===== src/rtl/wb_stage_if.sv =====
// Write-back stage bus: MEM-stage payload in, register-file write port out.
// Parameters must match the wb_stage_reg instance that binds the slave modport.
interface wb_stage_if #(
  parameter int DATA_W     = 32,
  parameter int REG_ADDR_W = 5,
  parameter int CNT_W      = 32
);
  // Handshake: in_valid qualifies the MEM payload on every rising edge. There is
  // no ready; stall is the back-pressure (payload ignored while high) and flush
  // kills both the incoming and the held instruction. wb_en is a one-shot strobe
  // per held instruction, and wb_valid only says the stage holds an instruction.
  logic                  in_valid;
  logic                  stall;
  logic                  flush;
  logic                  reg_write;
  logic [REG_ADDR_W-1:0] rd_addr;
  logic [1:0]            wb_sel;
  logic [DATA_W-1:0]     alu_data;
  logic [DATA_W-1:0]     mem_data;
  logic [DATA_W-1:0]     pc_plus4;
  logic [DATA_W-1:0]     imm_data;
  logic [1:0]            mem_size;
  logic                  mem_unsigned;
  logic [1:0]            byte_off;
  logic                  wb_valid;
  logic                  wb_en;
  logic [REG_ADDR_W-1:0] wb_addr;
  logic [DATA_W-1:0]     wb_data;
  logic [CNT_W-1:0]      wb_count;

  modport master (
    output in_valid, stall, flush, reg_write, rd_addr, wb_sel,
    output alu_data, mem_data, pc_plus4, imm_data,
    output mem_size, mem_unsigned, byte_off,
    input  wb_valid, wb_en, wb_addr, wb_data, wb_count
  );

  modport slave (
    input  in_valid, stall, flush, reg_write, rd_addr, wb_sel,
    input  alu_data, mem_data, pc_plus4, imm_data,
    input  mem_size, mem_unsigned, byte_off,
    output wb_valid, wb_en, wb_addr, wb_data, wb_count
  );
endinterface


===== src/rtl/wb_stage_reg.sv =====
// Registered write-back stage: 4-way source select, stall/flush, one write per instruction.
// Define WB_LOAD_EXT_EN to extract and sign/zero-extend byte and half loads from mem_data.
module wb_stage_reg #(
  parameter int DATA_W     = 32,
  parameter int REG_ADDR_W = 5,
  parameter int ZERO_REG   = 1,
  parameter int CNT_W      = 32
) (
  input  logic       clk,
  input  logic       rst,
  wb_stage_if.slave  bus
);

  logic                  valid_q;
  logic                  rw_q;
  logic                  done_q;
  logic [REG_ADDR_W-1:0] addr_q;
  logic [DATA_W-1:0]     data_q;
  logic [CNT_W-1:0]      count_q;
  logic [DATA_W-1:0]     load_data;
  logic [DATA_W-1:0]     sel_data;
  logic                  en;

`ifdef WB_LOAD_EXT_EN
  logic [7:0]  lane_b;
  logic [15:0] lane_h;

  always_comb begin
    lane_b    = bus.mem_data[7:0];
    lane_h    = bus.mem_data[15:0];
    load_data = bus.mem_data;
    case (bus.byte_off)
      2'd1:    lane_b = bus.mem_data[15:8];
      2'd2:    lane_b = bus.mem_data[23:16];
      2'd3:    lane_b = bus.mem_data[31:24];
      default: lane_b = bus.mem_data[7:0];
    endcase
    if (bus.byte_off[1]) lane_h = bus.mem_data[31:16];
    case (bus.mem_size)
      2'd0:    load_data = {{(DATA_W-8){~bus.mem_unsigned & lane_b[7]}}, lane_b};
      2'd1:    load_data = {{(DATA_W-16){~bus.mem_unsigned & lane_h[15]}}, lane_h};
      default: load_data = bus.mem_data;
    endcase
  end
`else
  // Load-shaping controls have no effect when extension is compiled out.
  logic unused_load_ctl;
  assign unused_load_ctl = ^{bus.mem_size, bus.mem_unsigned, bus.byte_off};
  assign load_data = bus.mem_data;
`endif

  always_comb begin
    sel_data = bus.alu_data;
    case (bus.wb_sel)
      2'd1:    sel_data = load_data;
      2'd2:    sel_data = bus.pc_plus4;
      2'd3:    sel_data = bus.imm_data;
      default: sel_data = bus.alu_data;
    endcase
  end

  // done_q blocks a second strobe while a stalled instruction sits in the stage.
  assign en = valid_q & rw_q & ~done_q &
              ~((ZERO_REG != 0) && (addr_q == '0));

  always_ff @(posedge clk) begin
    if (rst) begin
      valid_q <= 1'b0;
      rw_q    <= 1'b0;
      done_q  <= 1'b0;
      addr_q  <= '0;
      data_q  <= '0;
      count_q <= '0;
    end else begin
      if (en) count_q <= count_q + CNT_W'(1);
      if (bus.flush) begin
        valid_q <= 1'b0;
        done_q  <= 1'b0;
      end else if (bus.stall) begin
        done_q  <= 1'b1;
      end else begin
        valid_q <= bus.in_valid;
        rw_q    <= bus.reg_write;
        addr_q  <= bus.rd_addr;
        data_q  <= sel_data;
        done_q  <= 1'b0;
      end
    end
  end

  assign bus.wb_valid = valid_q;
  assign bus.wb_en    = en;
  assign bus.wb_addr  = addr_q;
  assign bus.wb_data  = data_q;
  assign bus.wb_count = count_q;

endmodule


===== src/flat_wrapper.sv =====
// flat-port wrapper written by rule: the top's interface ports become plain ports
module wb_stage_reg_flat 
#(
  parameter int DATA_W     = 32,
  parameter int REG_ADDR_W = 5,
  parameter int ZERO_REG   = 1,
  parameter int CNT_W      = 32
)
  (clk, rst, bus_in_valid, bus_stall, bus_flush, bus_reg_write, bus_rd_addr, bus_wb_sel, bus_alu_data, bus_mem_data, bus_pc_plus4, bus_imm_data, bus_mem_size, bus_mem_unsigned, bus_byte_off, bus_wb_valid, bus_wb_en, bus_wb_addr, bus_wb_data, bus_wb_count);
  wb_stage_if #(.DATA_W(DATA_W), .REG_ADDR_W(REG_ADDR_W), .CNT_W(CNT_W)) bus_i ();
  input  logic clk;
  input  logic rst;
  input wire logic [$bits(bus_i.in_valid)-1:0] bus_in_valid;
  input wire logic [$bits(bus_i.stall)-1:0] bus_stall;
  input wire logic [$bits(bus_i.flush)-1:0] bus_flush;
  input wire logic [$bits(bus_i.reg_write)-1:0] bus_reg_write;
  input wire logic [$bits(bus_i.rd_addr)-1:0] bus_rd_addr;
  input wire logic [$bits(bus_i.wb_sel)-1:0] bus_wb_sel;
  input wire logic [$bits(bus_i.alu_data)-1:0] bus_alu_data;
  input wire logic [$bits(bus_i.mem_data)-1:0] bus_mem_data;
  input wire logic [$bits(bus_i.pc_plus4)-1:0] bus_pc_plus4;
  input wire logic [$bits(bus_i.imm_data)-1:0] bus_imm_data;
  input wire logic [$bits(bus_i.mem_size)-1:0] bus_mem_size;
  input wire logic [$bits(bus_i.mem_unsigned)-1:0] bus_mem_unsigned;
  input wire logic [$bits(bus_i.byte_off)-1:0] bus_byte_off;
  output wire logic [$bits(bus_i.wb_valid)-1:0] bus_wb_valid;
  output wire logic [$bits(bus_i.wb_en)-1:0] bus_wb_en;
  output wire logic [$bits(bus_i.wb_addr)-1:0] bus_wb_addr;
  output wire logic [$bits(bus_i.wb_data)-1:0] bus_wb_data;
  output wire logic [$bits(bus_i.wb_count)-1:0] bus_wb_count;
  assign bus_i.in_valid = bus_in_valid;
  assign bus_i.stall = bus_stall;
  assign bus_i.flush = bus_flush;
  assign bus_i.reg_write = bus_reg_write;
  assign bus_i.rd_addr = bus_rd_addr;
  assign bus_i.wb_sel = bus_wb_sel;
  assign bus_i.alu_data = bus_alu_data;
  assign bus_i.mem_data = bus_mem_data;
  assign bus_i.pc_plus4 = bus_pc_plus4;
  assign bus_i.imm_data = bus_imm_data;
  assign bus_i.mem_size = bus_mem_size;
  assign bus_i.mem_unsigned = bus_mem_unsigned;
  assign bus_i.byte_off = bus_byte_off;
  assign bus_wb_valid = bus_i.wb_valid;
  assign bus_wb_en = bus_i.wb_en;
  assign bus_wb_addr = bus_i.wb_addr;
  assign bus_wb_data = bus_i.wb_data;
  assign bus_wb_count = bus_i.wb_count;
  wb_stage_reg #(.DATA_W(DATA_W), .REG_ADDR_W(REG_ADDR_W), .ZERO_REG(ZERO_REG), .CNT_W(CNT_W)) u_core (.clk(clk), .rst(rst), .bus(bus_i));
endmodule

===== config.mk =====
export PLATFORM = sky130hd
export DESIGN_NAME = wb_stage_reg_flat
export DESIGN_NICKNAME = d
export VERILOG_FILES = /design/src/rtl/wb_stage_if.sv /design/src/rtl/wb_stage_reg.sv /design/src/flat_wrapper.sv
export SDC_FILE = /design/constraint.sdc
export NUM_CORES = 1
export LEC_CHECK = 0
export CAP_MARGIN = 25
export CORE_MARGIN = 2
export CORE_UTILIZATION = 39
export DETAILED_ROUTE_END_ITERATION = 10
export GPL_ROUTABILITY_DRIVEN = 0
export HOLD_SLACK_MARGIN = 0.15
export PLACE_DENSITY = 0.85
export SLEW_MARGIN = 15
export SYNTH_ARGS = -nofsm -noshare
export SYNTH_HDL_FRONTEND = slang
export SYNTH_SLANG_ARGS = --single-unit

===== constraint.sdc =====
create_clock -name clk -period 2.4 [get_ports clk]
set_input_delay 0.36 -clock clk [delete_from_list [all_inputs] [get_ports clk]]
set_output_delay 0.36 -clock clk [all_outputs]
set_load 0.05 [all_outputs]

==> metrics.cfg <==
[routing]
drc = 0
drt_iter0_drc = 159
routed_wl_mm = 12.7
drt-pass1-iter-count = 5
wire_per_inst_um = 16.9
via_per_inst = 5.35
routed-wl-met2_mm = 6.79
wl_met3_um = 940
met1_length_mm = 4.69
num_vias = 4010
highest_layer = met4
antenna_left = 0

[global_route]
antenna_found_initial = 0
grt_start_max_net_pins = 39
overflow = 0
grtUsageTotal = 0.238
grt_pass1_vias = 3902
grt_pass1_wl_mm = 19.6

[worst_hold_path]
hold_path_class = reg -> reg

[finish]
final_cell_mix = 208 x clkdlybuf4s50_1, 86 x nand2_1, 72 x dfxtp_1
final_common_cell = clkdlybuf4s50_1
fin_nets = 759
drive_gt1_frac = 0.100
diodes = 0
syn_to_final_growth_pct = 63.6
post-route-util = 0.650

[synthesis]
synth_top_area_frac = 0.375
yosysWarnings = 0
synth-seq-area-share = 0.375
syn_area_per_cell_um2 = 9.30
synth_cells = 414
syn-num-nets = 561
ys_ff_latch = 72
synthesis.area_um2 = 3850
yosysTopAreaCell = dfxtp_1
yosys-top-cells-area = dfxtp_1 37%, mux4_2 19%, nand2_1 8.4%
ys_types = 35

[job]
drv_cap = 0

[clock_network]
ctsResizeCount = 0
cts_post_setup_buffers_inserted = 0
cts_buffer_depth = 2
cts_buffers = 9
tritoncts = built
clock-sinks = 72
htreeDepth = 3
cts-root-buf = clkbuf_8
hold_buffers = 0
clk_latency_ns = 0.33
clkSlewWorstSetupHoldPaths_ns = 0.08

[sta]
skew_ns = 0.00989
slew_headroom = 0.524
worst_pin_slew_ns = 0.714
period_share = 0.927
final.min_clock_period_ns = 2.22
slew_violations = 0
hold_violations = 0
setup_tns_ns = 0
rsz0062_at_grt = false
setup_violations = 0
max_freq_mhz = 450
fin_ws_ns = 0.175

[placed_design]
hpwl_mm = 9.95
numPortBuffers = 211
dp_slack_ns = 0.339

[die]
die_area_um2 = 10700
coreArea_um2 = 9680
initial_utilization = 0.397
die_x_um = 103
rows = 36
ioPinCount = 217
die_y_um = 103

[critical_path]
cp-start-kind = register
r2r_slack_ns = 0.19
crit_type = reg -> out
required_ns = 2.04
end_kind = output pin
cp_max_fo = 10
path_buf_inv = 2
critical_path.cell_chain = or4_1 > o21ai_4 > inv_1 > buf_4
cp_top_family = simple AND/OR/NAND/NOR gates
slowest_stage = or4_1
max_stage_delay_ns = 0.61
arrival_ns = 1.86

[power]
peakVddDrop_uv = 372
power_density_nw_per_um2 = 495
p_leak_nw = 2.18
design_power_total_mw = 3.12

[outcome]
status = finished, final reports clean

state kept, by name (all words and copies together), names as in the netlist:
register	count
u_core.done_q	1
u_core.bus.wb_data	32
u_core.bus.wb_addr	5
u_core.bus.wb_count	32
u_core.rw_q	1
u_core.bus.wb_valid	1
cell usage after synthesis (all sizes together):
library cell   n
dfxtp         72
nor3           4
o31ai         11
o211ai         2
nor3b          1
mux2          12
or3            4
mux2i          2
ha             1
mux4          32
clkbuf        20
nor2          20
and3b          1
nor2b         11
nand3         10
inv            3
and3           2
nor4           8
o2111ai        3
or2            1
buf           12
xor2           4
a21oi         53
and4           5
nand4          9
nor4b          1
o21ai          5
nand2         86
and2           4
or4           15
worst paths after layout:
path | start | to | depth (start not counted)
worst min-delay path | u_core.rw_q$_SDFFE_PP0P_ | u_core.rw_q$_SDFFE_PP0P_ | 2
worst max register to register | u_core.bus.wb_count[2]$_SDFFE_PP0P_ | u_core.bus.wb_count[30]$_SDFFE_PP0P_ | 4
worst min register to register | u_core.rw_q$_SDFFE_PP0P_ | u_core.rw_q$_SDFFE_PP0P_ | 2
worst max-delay path | u_core.bus.wb_addr[0]$_SDFFE_PP0P_ | bus_wb_en | 4
worst min-delay path: cells and delay by family, from the launching register on:
family	cells	cell delay [ns]
flip-flops	1	0.31
AND/OR/NAND/NOR	1	0.05
AO/OA/AOI/OAI	1	0.05
final cells by class:
cell class                      instances  area, µm²
Timing Repair Buffer                  219       2170
Clock inverter                          4       98.8
Inverter                                3       11.3
Tap cell                              133        166
Clock buffer                           12        155
Multi-Input combinational cell        307       2250
Sequential cell                        72       1440
Fill cell                             768       3390
routing by layer:
layer	up-vias	track usage
met5	-	0
met4	0	0.0719
met3	20	0.0739
met2	166	0.433
met1	1899	0.264
li1	1925	-
power by group:
group          leakage (nW)  switching [mW]  internal, mW
sequential            0.585          0.0201          1.23
clock                 0.127           0.462         0.753
combinational          1.46           0.286         0.369
total                  2.18           0.768          2.35
metrics by stage:
step | instances | hold slack [ns] | instance area, µm²
2_1_floorplan | 414 | 0.432 | 3850
3_3_place_gp | 734 | 0.443 | 6040
3_5_place_dp | 734 | 0.444 | 6040
4_1_cts | 750 | 0.456 | 6300
5_1_grt | 750 | 0.474 | 6300
6_report | 750 | 0.456 | 6300
cells by family (layout without fill, tap and decap cells):
kind of cell             after synthesis  count (layout)  synth area share
multiplexers                          46              46             0.228
AND/OR/NAND/NOR                      182             182             0.232
flip-flops                            72              72             0.375
buffers and inverters                 35             238            0.0413
adder cells (fa/ha/maj)                1               1           0.00325
XOR/XNOR                               4               4           0.00910
AO/OA/AOI/OAI                         74              74             0.112
Power figures use the tool's default switching activity.
